File: src/rtl/puf_challenge_driver.sv
// puf_challenge_driver: LFSR challenge generator and race-pulse sequencer for an arbiter PUF.
// Define PUF_MAJORITY_VOTE_EN to evaluate each challenge VOTES times with majority voting.
module puf_challenge_driver #(
  parameter int RESP_BITS     = 8,
  parameter int SETTLE_CYCLES = 4,
  parameter int VOTES         = 5
) (
  input  logic                 clk,
  input  logic                 rst_n,
  input  logic                 start,
  input  logic [7:0]           seed,
  output logic                 busy,
  output logic                 done,
  output logic [RESP_BITS-1:0] resp_word,
  output logic                 unstable,
  output logic [7:0]           chal_out,
  output logic                 puf_pulse,
  input  logic                 puf_resp
);
  localparam int IW = $clog2(RESP_BITS + 1);
  localparam int TW = $clog2(SETTLE_CYCLES);
  typedef enum logic [2:0] {IDLE, LOAD, SETTLE, FIRE, DONE} state_t;
  if (RESP_BITS < 1 || RESP_BITS > 32 || SETTLE_CYCLES < 3 || VOTES < 3 || VOTES > 15 || VOTES % 2 == 0)
    $error("puf_challenge_driver: illegal parameter value");
  state_t          state_q;
  logic [1:0]      sync_q;
  logic [TW-1:0]   tmr_q;
  logic [IW-1:0]   idx_q;
  logic [7:0]      lfsr_d;
  logic [RESP_BITS-1:0] word_d;
  logic            res_d, last_ev_d, unst_d;
`ifdef PUF_MAJORITY_VOTE_EN
  logic [3:0] ones_q, ev_q, ones_d;
  always_comb begin
    ones_d    = ones_q + {3'b000, sync_q[1]};
    res_d     = ones_d > 4'(VOTES / 2);
    last_ev_d = ev_q == 4'(VOTES - 1);
    unst_d    = ones_d != 4'd0 && ones_d != 4'(VOTES);
  end
`else
  always_comb begin
    res_d     = sync_q[1];
    last_ev_d = 1'b1;
    unst_d    = 1'b0;
  end
`endif
  always_comb begin
    lfsr_d = {chal_out[6:0], chal_out[7] ^ chal_out[5] ^ chal_out[4] ^ chal_out[3]};
    word_d = resp_word | (RESP_BITS'(res_d) << idx_q);
  end
  always_ff @(posedge clk or negedge rst_n)
    if (!rst_n) sync_q <= 2'b00;
    else        sync_q <= {sync_q[0], puf_resp};
  always_ff @(posedge clk or negedge rst_n) begin
    if (!rst_n) begin
      state_q   <= IDLE;
      tmr_q     <= '0;
      idx_q     <= '0;
      busy      <= 1'b0;
      done      <= 1'b0;
      resp_word <= '0;
      unstable  <= 1'b0;
      chal_out  <= 8'h00;
      puf_pulse <= 1'b0;
`ifdef PUF_MAJORITY_VOTE_EN
      ones_q    <= 4'd0;
      ev_q      <= 4'd0;
`endif
    end else begin
      done <= 1'b0;
      case (state_q)
        IDLE: if (start) begin
          chal_out  <= seed == 8'h00 ? 8'h01 : seed;
          resp_word <= '0;
          unstable  <= 1'b0;
          idx_q     <= '0;
          tmr_q     <= '0;
          busy      <= 1'b1;
          state_q   <= LOAD;
`ifdef PUF_MAJORITY_VOTE_EN
          ones_q    <= 4'd0;
          ev_q      <= 4'd0;
`endif
        end
        LOAD: begin
          tmr_q   <= '0;
          state_q <= SETTLE;
        end
        SETTLE: if (tmr_q == TW'(SETTLE_CYCLES - 1)) begin
          tmr_q     <= '0;
          puf_pulse <= 1'b1;
          state_q   <= FIRE;
        end else tmr_q <= tmr_q + 1'b1;
        // The last FIRE cycle samples the synchronizer output as one evaluation
        FIRE: if (tmr_q != TW'(SETTLE_CYCLES - 1)) tmr_q <= tmr_q + 1'b1;
        else begin
          tmr_q     <= '0;
          puf_pulse <= 1'b0;
          state_q   <= LOAD;
`ifdef PUF_MAJORITY_VOTE_EN
          ones_q    <= last_ev_d ? 4'd0 : ones_d;
          ev_q      <= last_ev_d ? 4'd0 : ev_q + 4'd1;
`endif
          if (last_ev_d) begin
            resp_word <= word_d;
            unstable  <= unstable | unst_d;
            chal_out  <= lfsr_d;
            idx_q     <= idx_q + 1'b1;
            if (idx_q == IW'(RESP_BITS - 1)) begin
              state_q <= DONE;
              busy    <= 1'b0;
              done    <= 1'b1;
            end
          end
        end
        DONE: state_q <= IDLE;
        default: state_q <= IDLE;
      endcase
    end
  end
endmodule

File: config.mk
export PLATFORM = sky130hd
export DESIGN_NAME = puf_challenge_driver
export DESIGN_NICKNAME = d
export VERILOG_FILES = /design/src/rtl/puf_challenge_driver.sv
export SDC_FILE = /design/constraint.sdc
export NUM_CORES = 1
export LEC_CHECK = 0
export CAP_MARGIN = 40
export CELL_PAD_IN_SITES_DETAIL_PLACEMENT = 0
export CELL_PAD_IN_SITES_GLOBAL_PLACEMENT = 1
export CORE_MARGIN = 2
export CORE_UTILIZATION = 37
export CTS_CLUSTER_SIZE = 12
export DETAILED_ROUTE_END_ITERATION = 12
export MAX_ROUTING_LAYER = met4
export PLACE_DENSITY_LB_ADDON = 0.2
export SLEW_MARGIN = 30
export SYNTH_ARGS = -nofsm -noshare
export SYNTH_HDL_FRONTEND = slang
export SYNTH_SLANG_ARGS = --single-unit
File: constraint.sdc
create_clock -name clk -period 1.99 [get_ports clk]
set_input_delay 0.199 -clock clk [delete_from_list [all_inputs] [get_ports clk]]
set_output_delay 0.199 -clock clk [all_outputs]
set_load 0.02 [all_outputs]
; ---- Word level (Yosys, flattened, before mapping)
; Index checks and enable logic that the tools add are counted.
[totals]
output_inout_bits = 20
reg_bits = 30
elab_cells = 65
inputBits = 12
[op_classes]
reduce_logical = 10
addsub = 2
eq_ne = 10
shift = 1
muxes = 29
n_bitwise = 4
[op_table]
columns = operator, n
row1 = 2-to-1 mux 8 bit, 5
row2 = case mux 8 bit (2 select lines), 2
row3 = 2-to-1 mux 3 bit, 4
row4 = case mux 3 bit (4 select lines), 1
row5 = "!= test 2 bit, second input constant", 5
row6 = AND reduction 3 bit, 3
row7 = logical NOT 8 bit, 1
row8 = 2-to-1 mux 1 bit, 8
row9 = 2-to-1 mux 4 bit, 2
row10 = bitwise OR 8 bit, 1
row11 = case mux 2 bit (4 select lines), 1
row12 = case mux 4 bit (2 select lines), 1
row13 = left shift 1 x 4 -> 8 bit, 1
row14 = "equality test 3 x 2 -> 1 bit, second input constant", 2
row15 = 2-to-1 mux 2 bit, 3
row16 = "adder 4 x 1 -> 4 bit, second input constant", 1
row17 = "equality test 4 x 3 -> 1 bit, second input constant", 1
row18 = case mux 1 bit (2 select lines), 2
row19 = AND reduction 4 bit, 1
row20 = nonzero test 2 bit, 2
row21 = nonzero test 4 bit, 1
row22 = "equality test 3 x 1 -> 1 bit, second input constant", 1
row23 = logical NOT 3 bit, 1
row24 = XOR 1 bit, 3
row25 = other kinds (3), 3

; ---- Longest topological paths before layout
[logic_depth]
depth_word = 5
ltp_mapped = 7

; ---- Least setup slack after synthesis
; No wires, ideal clock.
[synth_timing]
path_kind = register to register
from = register tmr_q[0]
to = register idx_q[2]
stages_incl_launch_ff = 7
required_time_ps = 1924
n_path_buf = 1
t_arrival_ps = 1577
path_slack_ps = 347
cell_sequence = dfrtp_1 ha_1 clkbuf_1 nand3_1 a21o_1 or4_1 nand2_1
[synth_via]
elab_chain_cells = 3
[synth_rtl]
columns = item, line
row1 = "start, declared", 27  ; logic [TW-1:0] tmr_q;
row2 = "start signal, assigned", 93  ; end else tmr_q <= tmr_q + 1'b1;
row3 = "start signal, assigned", 95  ; FIRE: if (tmr_q != TW'(SETTLE_CYCLES - 1)) tmr_q <= tmr_q + 1'b1;
row4 = != test 2 bit, 95
row5 = != test 2 bit (no line), n/a
row6 = AND reduction 3 bit (no line), n/a
row7 = "end signal, assigned", 108  ; idx_q <= idx_q + 1'b1;
row8 = "end, declared", 28  ; logic [IW-1:0] idx_q;
; No other way between the ends.
; A chain may end at the register's enable or synchronous reset.

; ---- Final worst setup path
[layout_timing]
from = register state_q[1]
to = register idx_q[2]
[layout_via]
elab_chain_cells = 3
elab_cells_between_ends = 7
cone_classes = eq/ne: 3 / mux: 1 / reduce/logical: 3
[layout_rtl]
columns = item, line
row1 = "start, declared", 25  ; state_t state_q;
row2 = "start signal, assigned", 56  ; state_q <= IDLE;
row3 = "start signal, assigned", 79  ; state_q <= LOAD;
row4 = "start signal, assigned", 87  ; state_q <= SETTLE;
row5 = equality test 3 x 2 -> 1 bit / logical NOT 3 bit (equally long branches), 71  ; case (state_q)
row6 = != test 2 bit (no line) / nonzero test 2 bit (equally long branches), n/a
row7 = AND reduction 3 bit (no line), n/a
; Several ways; a longest one is shown, not always the timed one.

==> impl_summary.txt <==
----------------------------------------------------
[Outcome]
  Outcome ... complete, no violations

[Floorplanning]
  Floorplan row count ... 22
  Starting density of the core ... 38.3%
  Area of the die ... 4300 sq um
  Die extent in y ... 65.6 um
  I/O pins ... 32
  Floorplan die width ... 65.6 um
  Standard cell core area ... 3660 sq um

[Clock network]
  Quantity of hold-fixing buffers added after cts ... 0
  Clock input transition at the sequential cells of the worst setup and hold paths ... 70 ps
  CTS tree ... yes
  Number of buffers inserted by post-CTS setup repair ... 0
  H-Tree Level Count ... 2
  Number of clock sinks ... 30
  Buffer depth of the longest clock path ... 2
  Root buffer cell ... clkbuf_8
  Insertion delay to the later sink of the worst-skew pair ... 280 ps
  Post-CTS resize count ... 0
  Inserted Clock Buffers ... 5

[Synth]
  Xor/xnor cell area share of the yosys netlist ... 2.50%
  Flip-flop cell with the highest count after synthesis ... dfrtp_1
  Post-synth EDFFs ... 0
  Ys Warns ... 0
  Synth Cell Area ... 1400 sq um
  Number of distinct standard cells referenced by the synthesized netlist ... 34
  Async S/R FF share, synth ... 100%
  Dominant combinational cell family by area after synthesis ... simple AND/OR/NAND/NOR gates
  Fraction of synthesized area in multiplexers ... 0%
  Post-synthesis compound-gate area fraction ... 15.8%
  Number of nets in the synthesized netlist ... 162
  Sequential fraction of the synthesis area ... 53.5%
  FF+latch count, synth ... 30
  Cell count after synthesis ... 148
  Post-synthesis average cell area ... 9.48 sq um
  Adder-Cell Fraction of Synth Area ... 1.78%
  Simple logic cell fraction of the synthesized area ... 22.0%

[Timing]
  Worst hold margin ... 305 ps
  Timing-limited maximum frequency ... 0.591 GHz
  Pins Over Slew Limit ... 0
  Setup repair after global routing missed its margin ... false
  Total negative slack ... 0 ps
  Number of failing setup endpoints in the final timing report ... 0
  Fraction of the cycle the final worst path needs ... 85.0%
  Setup clock skew after layout ... 6.13 ps
  Final hold violations ... 0
  Clock period minus worst slack ... 1690 ps
  Crit path setup slack, layout ... 299 ps

[Min path]
  Path class of the lowest-slack min-delay path ... primary input to async pin

[Place]
  Placed cell count ... 223
  Routability-driven placement congestion ratio ... 0.784
  IO Port Bufs ... 30
  Sum of net half-perimeters after detailed placement ... 2.13 mm
  Post-detailed-placement cell area ... 1770 sq um
  Worst slack, placed ... 79.1 ps

[Critical path]
  Startpoint class of the critical path ... flop
  Arrival time of data at the critical path endpoint ... 1910 ps
  Maximum fanout along the worst path ... 8
  Required time at the worst-slack endpoint ... 2210 ps
  Reg2reg path depth ... 4
  Capturing element of the worst setup path ... idx_q[2]$_DFFE_PN0P_
  Slowest cell delay on critical path ... 470 ps
  Startpoint of the worst setup timing path ... state_q[1]$_DFFE_PN0P_
  Start of the worst register-to-register path ... state_q[1]$_DFFE_PN0P_
  Setup slack, reg-to-reg ... 300 ps
  Type of element capturing the critical path ... flop
  Setup Crit Path Kind ... flop to flop
  Standard cell with the maximum stage delay on the critical path ... or3b_4
  Reg-to-reg critical path endpoint ... idx_q[2]$_DFFE_PN0P_
  Cell chain of the critical path ... or3b_4 > a21o_1 > or4_1 > nand2_1

[Route]
  Number of vias per cell ... 5.07
  Routed WL per cell ... 13.4 um
  Vias after detailed routing ... 1171
  Number of nets with antenna violations after detailed routing ... 0
  DRC violation total after the first TritonRoute iteration ... 37
  Total detailed-routing wirelength ... 3.09 mm
  Router iterations before antenna repair ... 4
  Number of remaining DRC errors ... 0

[Power and ir drop]
  Standby leakage power ... 0.849 nW
  Max VDD drop ... 722 uV
  Power density over the cells ... 1550 nW/um^2

[Final layout]
  Sequential cell area ... 751 sq um
  Number of nets in the finished design ... 196
  Number of cells in the finished layout apart from fillers ... 231
  Footprint of the multi-input gates ... 594 sq um
  Area growth syn-to-layout ... 36.7%
  Antenna diode count ... 0
  Final-layout fill cell count ... 353
  Fraction of layout cells with a size suffix above 1 ... 9.84%
  Final Instance Area ... 1920 sq um

[Global route]
  Number of antenna violations at the first check in global routing ... 0
  Pin count of the biggest net entering global routing ... 31
  Global route total overflow ... 0
  Global-route wire length before repair ... 5.40 mm
  Total routing usage reported by global routing ... 17.0%
  Vias in the first global route ... 1172

[Job]
  Number of maximum-capacitance constraint violations ... 0

----------------------------------------------------
## worst min path at each step
stage | startpoint | to | slack, ps | cells after the start
2_1_floorplan | rst_n | busy$_DFFE_PN0P_ | -100 | 0
3_3_place_gp | sync_q[0]$_DFF_PN0_ | sync_q[1]$_DFF_PN0_ | 340 | 0
3_5_place_dp | sync_q[0]$_DFF_PN0_ | sync_q[1]$_DFF_PN0_ | 340 | 0
4_1_cts | rst_n | idx_q[2]$_DFFE_PN0P_ | 320 | 2
5_1_grt | rst_n | resp_word[5]$_DFFE_PN0P_ | 330 | 2
6_report | rst_n | tmr_q[0]$_DFFE_PN0P_ | 300 | 2
## worst max-delay path: cells and delay by family, from the launching register on
family / cells / cell delay (ps)
AND/OR/NAND/NOR: 3 / 950
flip-flops: 1 / 450
AO/OA/AOI/OAI: 1 / 230
## synthesized netlist by cell type, types with 2 or more instances
cell type   n  area share [%]
a31oi_1    14             6.2
a21o_1      2             1.1
nor3b_1     2             1.1
buf_4       3             1.6
dfrtp_1    30              54
a21oi_1     3             1.1
nor3_1      4             1.4
nor2_1     22             5.9
inv_1       3            0.80
nand2_1    27             7.2
o21ai_0     5             1.8
a41oi_1     2             1.2
nand3_1     2            0.71
xnor2_1     2             1.2
and3_1      2            0.89
clkbuf_1    5             1.3
xor2_1      2             1.2
ha_1        2             1.8
## cells in the final DEF, fill, tap and decap left out, drive strengths merged, types with 2 or more instances in the layout
cell           instances
dfrtp                 30
or3b                   2
nor3                   4
nor2                  22
a21oi                  4
buf                    6
o21ai                  5
clkdlybuf4s50         30
and3                   2
bufinv                 2
ha                     2
a31oi                 14
clkbuf                 6
nand3                  2
a21o                   2
inv                    3
xor2                   2
nor3b                  2
xnor2                  2
a41oi                  2
nand2                 27
## registers in the layout (all words and copies together) (netlist names)
register / flops
busy: 1
chal_out: 8
done: 1
idx_q: 4
puf_pulse: 1
resp_word: 8
state_q: 3
sync_q: 2
tmr_q: 2
## cells by family (layout without fill, tap and decap cells)
family / after synthesis / after routing
flip-flops: 30 / 30
AO/OA/AOI/OAI: 31 / 31
adder cells (fa/ha/maj): 2 / 2
buffers and inverters: 12 / 47
XOR/XNOR: 4 / 4
other: 1 / 1
AND/OR/NAND/NOR: 68 / 68
## cell type report
| cell class | count | area share, % |
|---|---|---|
| Timing Repair Buffer | 36 | 18.7 |
| Clock buffer | 6 | 4.31 |
| Multi-Input combinational cell | 106 | 31.0 |
| Clock inverter | 2 | 3.13 |
| Sequential cell | 30 | 39.2 |
| Inverter | 3 | 0.587 |
| Tap cell | 48 | 3.13 |
## power by group
part           switching, mW  internal [mW]  leakage, nW
Sequential             0.192          0.803        0.370
Combinational          0.666          0.560        0.408
Clock                  0.221          0.534       0.0714
## metrics by stage
step	util (%)	power, mW
2_1_floorplan	-	1.74
3_3_place_gp	48.5	2.20
3_5_place_dp	48.5	2.23
4_1_cts	52.4	3.01
5_1_grt	52.4	3.19
6_report	52.4	2.98
## layer usage
metal / routed length (um) / vias up / global-route usage (%)
li1: - / 576 / -
met1: 1430 / 565 / 22.2
met2: 1470 / 24 / 26.0
met3: 143 / 6 / 4.62
met4: 42 / 0 / 5.47
met5: 0 / - / -
No activity file was read; power rests on OpenSTA's default activity.
